**src/rtl/half_adder_sync.sv**
```systemverilog
// half_adder_sync: registered, multi-lane half adder.
// Each lane i computes sum[i] = a[i] ^ b[i] and carry[i] = a[i] & b[i].
// The result and a single out_valid flag are registered, so latency is one cycle.
// Lanes are fully independent: there is no carry propagation between them.
// Optional feature macro: HALF_ADDER_SYNC_STATS_EN. When it is defined, the
// saturating op_count and carry_count statistics ports and registers exist.
// When it is undefined, both are removed entirely.
module half_adder_sync #(
    parameter int WIDTH = 1
) (
    input  logic             clk,
    input  logic             rst_n,
    input  logic             in_valid,
    input  logic [WIDTH-1:0] a,
    input  logic [WIDTH-1:0] b,
    output logic [WIDTH-1:0] sum,
    output logic [WIDTH-1:0] carry,
`ifdef HALF_ADDER_SYNC_STATS_EN
    output logic [15:0]      op_count,
    output logic [15:0]      carry_count,
`endif
    output logic             out_valid
);

    localparam logic [15:0] COUNT_MAX = 16'hFFFF;

    logic [WIDTH-1:0] lane_sum;
    logic [WIDTH-1:0] lane_carry;
    logic             any_carry;

    // Per-lane half-adder math on the raw operands; registered below only on accept.
    always_comb begin
        lane_sum   = a ^ b;
        lane_carry = a & b;
        any_carry  = |lane_carry;
    end

    // Result registers: load on accept, otherwise hold so idle-cycle operands never reach the outputs.
    always_ff @(posedge clk) begin
        if (!rst_n) begin
            sum   <= '0;
            carry <= '0;
        end else if (in_valid) begin
            sum   <= lane_sum;
            carry <= lane_carry;
        end
    end

    // Valid flag follows accepted inputs by exactly one cycle; reset discards an accept in the same cycle.
    always_ff @(posedge clk) begin
        if (!rst_n) begin
            out_valid <= 1'b0;
        end else begin
            out_valid <= in_valid;
        end
    end

`ifdef HALF_ADDER_SYNC_STATS_EN
    // Saturating count of accepted operations.
    always_ff @(posedge clk) begin
        if (!rst_n) begin
            op_count <= '0;
        end else if (in_valid && (op_count != COUNT_MAX)) begin
            op_count <= op_count + 16'd1;
        end
    end

    // Saturating count of accepted operations in which at least one lane produced a carry.
    always_ff @(posedge clk) begin
        if (!rst_n) begin
            carry_count <= '0;
        end else if (in_valid && any_carry && (carry_count != COUNT_MAX)) begin
            carry_count <= carry_count + 16'd1;
        end
    end
`endif

endmodule

```
**config.mk**
```make
export PLATFORM = sky130hd
export DESIGN_NAME = half_adder_sync
export DESIGN_NICKNAME = d
export VERILOG_FILES = /design/src/rtl/half_adder_sync.sv
export SDC_FILE = /design/constraint.sdc
export NUM_CORES = 1
export LEC_CHECK = 0
export BUFFER_PORTS_ARGS = -buffer_cell sky130_fd_sc_hd__buf_4
export CAP_MARGIN = 15
export CORE_AREA = 3 3 40 42
export CTS_BUF_LIST = sky130_fd_sc_hd__clkbuf_16
export CTS_CLUSTER_DIAMETER = 120
export DETAILED_ROUTE_END_ITERATION = 10
export DIE_AREA = 0 0 43 45
export PLACE_DENSITY = 0.3
export SETUP_SLACK_MARGIN = 0.3
export SKIP_LAST_GASP = 1
export SYNTH_ARGS = -nofsm -noshare
export SYNTH_HDL_FRONTEND = slang
export SYNTH_SLANG_ARGS = --single-unit
```
**constraint.sdc**
```tcl
create_clock -name clk -period 1 [get_ports clk]
set_clock_uncertainty 0.15 [all_clocks]
set_input_delay 0.05 -clock clk [delete_from_list [all_inputs] [get_ports clk]]
set_output_delay 0.05 -clock clk [all_outputs]
set_load 0.1 [all_outputs]
```
# == Word level (Yosys, flattened, before mapping) ==
# Index checks and enable logic that the tools add are counted.
# word_totals
ff_bits,3
input_bits,5
output_inout_bits,3
wordCells,5
# op_classes
bitwise,2
# ops
op,count
AND 1 bit,1
bitwise XOR 1 bit,1

# == Logic depth before layout (Yosys ltp) ==
# logic_depth
ltp_word,1
depth_mapped,3
depth_no_buf,3

# == Worst setup path before layout ==
# No wires, ideal clock.
# synth_path
kind,reg-to-reg
start,"register, netlist name carry"
end,register carry
setup_time_ns,0.067
t_arrival_ns,1.194
required_ns,0.783
slack_ns,-0.411
path_stages_with_launch,3
path_buffers,0
synth_period_minus_slack_ns,1.411
cell_sequence,dfxtp_1 > mux2i_1 > nor2b_1
# synth_lines
element,line,rtl
"end signal, assigned",45,carry <= lane_carry;
"end, declared",17,"output logic [WIDTH-1:0] carry,"

# == Worst setup path after layout ==
# layout_path
start,register carry
end,output carry
# No word-level cell between the ends.

==> qor.csv <==
stage,metric,value,unit
route,firstDrtPassIters,2,
timing,whs,-92.4,ps
logic_synthesis,synthCells,9,
route,wirelength,253,µm
hold_path,hold_start,rst_n,
hold_path,min_to,carry,
timing,setup_viol,0,
finish,stdcell_area,312,µm²
timing,min_period,938,ps
logic_synthesis,synth_top_cells_by_area,"dfxtp_1 53%, mux2i_1 18%, ha_1 11%",
pwr,p_per_area,2750,nW/µm²
worst_setup_path,reg2reg_depth,2,
clock_network,clk_pin_slew,30,ps
clock_network,root_buffer,clkbuf_16,
timing,slew_viol_final,0,
worst_setup_path,reg2reg_slack,220,ps
worst_setup_path,path_cells,buf_12,
logic_synthesis,yosys_warnings,0,
clock_network,clk_path_buf_depth,2,
finish,multiInputGateArea,52.6,µm²
global_routing,antenna_found_initial,0,
worst_setup_path,cp_num_buf_inv,1,
route,ant_nets,0,
die,ios,8,
finish,utilization,0.242,
worst_setup_path,critPathMaxStageDelay,350,ps
logic_synthesis,synth.avg_cell_area,12.5,µm²
job,cap_violations,0,
hold_path,holdPathStages,2,
global_routing,grt_pass1_wl,420,µm
worst_setup_path,cpLargestDelayFamily,flip-flops,
placement,io_buffers,7,
route,drt_iter0_markers,3,
timing,tns,0,ps
die,fp.dieH,45,µm
worst_setup_path,critPathLaunchType,flop,
timing,worst_pin_slew,125,ps
die,rows,13,
finish,area_growth,177,%
worst_setup_path,crit_required,800,ps
logic_synthesis,synth.largest_area_cell,dfxtp_1,
logic_synthesis,synth_most_common_cell,dfxtp_1,
pwr,vdd.ir_drop.worst,0.00177,V
die,core_area,1280,µm²
logic_synthesis,synth_edf_count,0,
logic_synthesis,seq_area_frac_synth,0.533,
finish,n_antenna_cell,0,
finish,n_fill_cell,130,
placement,place_area,195,µm²
route,drc_errors,0,
clock_network,cts_setup_buffers,0,
finish,final_nets,27,
die,die_area,1940,µm²
hold_path,worstHoldPathType,in2reg,
clock_network,cts_tree,built,
logic_synthesis,syn_nets,15,
global_routing,first_global_vias,106,
worst_setup_path,worst_path_max_delay_cell,dfxtp_4,
run_status,violations,hold timing,
timing,final.period_utilization,0.938,
worst_setup_path,worstSetupEndpointType,primary output,
clock_network,cts_made_buffers,3,
timing,relSlewSlack,0.915,
logic_synthesis,ys_ff_latch,3,
run_status,status,finished with violations,
logic_synthesis,ys.flop_type,dfxtp_1,
global_routing,grt-ovfl-total,0,
clock_network,cts.sinks,3,
finish,drive_above_1_share,0.700,
timing,max_freq,1.07,GHz
worst_setup_path,crit-reg2reg-capture,carry,
global_routing,grt_use_total,0.0358,
die,die_w,43,µm
logic_synthesis,syn_area,113,µm²
global_routing,grt_max_degree,4,
logic_synthesis,synth_cell_types,5,
finish,regArea,71.3,µm²
route,wl_per_cell,7.23,µm
clock_network,htree_levels,1,
pwr,leakage,0.000140,µW
logic_synthesis,synth.top_cell.area_share,0.533,
die,start_util,0.0876,
worst_setup_path,arrival,740,ps
route,vias_per_cell,2.83,
logic_synthesis,netlist_top_cells_count,"3 x dfxtp_1, 2 x mux2i_1, 2 x nor2b_1",
route,vias,99,
worst_setup_path,worst-setup-path-type,reg2out,
worst_setup_path,cp_max_fo,2,
pwr,p_total,857,µW
logic_synthesis,synthArstFlopShare,0,
clock_network,clk-insertion-delay-late,220,ps
worst_setup_path,timing.rr.start,carry,
timing,grt_setup_unrepaired,yes,
timing,hold_violations,3,
placement,place_congestion,0.549,
-- metrics by stage --
| stage | std cells | setup WS, ps |
|---|---|---|
| finish | 35 | 62.2 |
| floorplan | 9 | 61.0 |
| global placement | 31 | 111 |
| detailed placement | 31 | 107 |
| CTS | 35 | 56.0 |
| global route | 35 | 42.9 |
-- how the worst max path moves through the flow --
stage,from,end,slack (ps),cells after the start
3_5_place_dp,a,sum,110,4
4_1_cts,sum,sum,60,1
5_1_grt,sum,sum,40,1
2_1_floorplan,carry,carry,60,2
6_report,carry,carry,60,1
3_3_place_gp,a,sum,110,4
-- cell type report --
cell class | instances | area share
Clock buffer | 3 | 0.241
Clock inverter | 1 | 0.0120
Multi-Input combinational cell | 6 | 0.169
Sequential cell | 3 | 0.229
Tap cell | 15 | 0.0602
Timing Repair Buffer | 7 | 0.289
-- power by group --
part,switching (µW),internal [µW],leakage (µW)
sequential,6.62,125,0.0000267
clock,105,515,0.0000423
combinational,61.0,44.5,0.0000708
-- cell usage in the layout (no fill, tap or decap) --
cell	synthesis	layout
buf_4	0	4
dfxtp_4	0	3
clkbuf_16	0	3
buf_12	0	3
mux2i_1	2	2
nor2b_1	2	2
and2_2	1	1
ha_1	1	1
inv_1	0	1
-- sequential cells by signal, indices dropped and copies added (netlist names) --
signal,flops
carry,1
out_valid,1
sum,1
-- logic make-up after synthesis --
| logic type | Yosys count | share of synthesized area |
|---|---|---|
| DFF | 3 | 0.533 |
| and+or+nand+nor | 3 | 0.178 |
| muxes | 2 | 0.178 |
| adders and majority gates | 1 | 0.111 |
-- repair_timing --
action | in CTS | in global routing
setup endpoints to repair | 5 | 5
gates resized for setup | 9 | 0
endpoints found under the hold margin | 3 | 3
-- metal layers --
layer	track usage	wire [µm]
met5	0	0
met4	0.0181	0
met3	0.0478	49
met2	0.0389	76
met1	0.0361	127
Power figures use the tool's default switching activity.
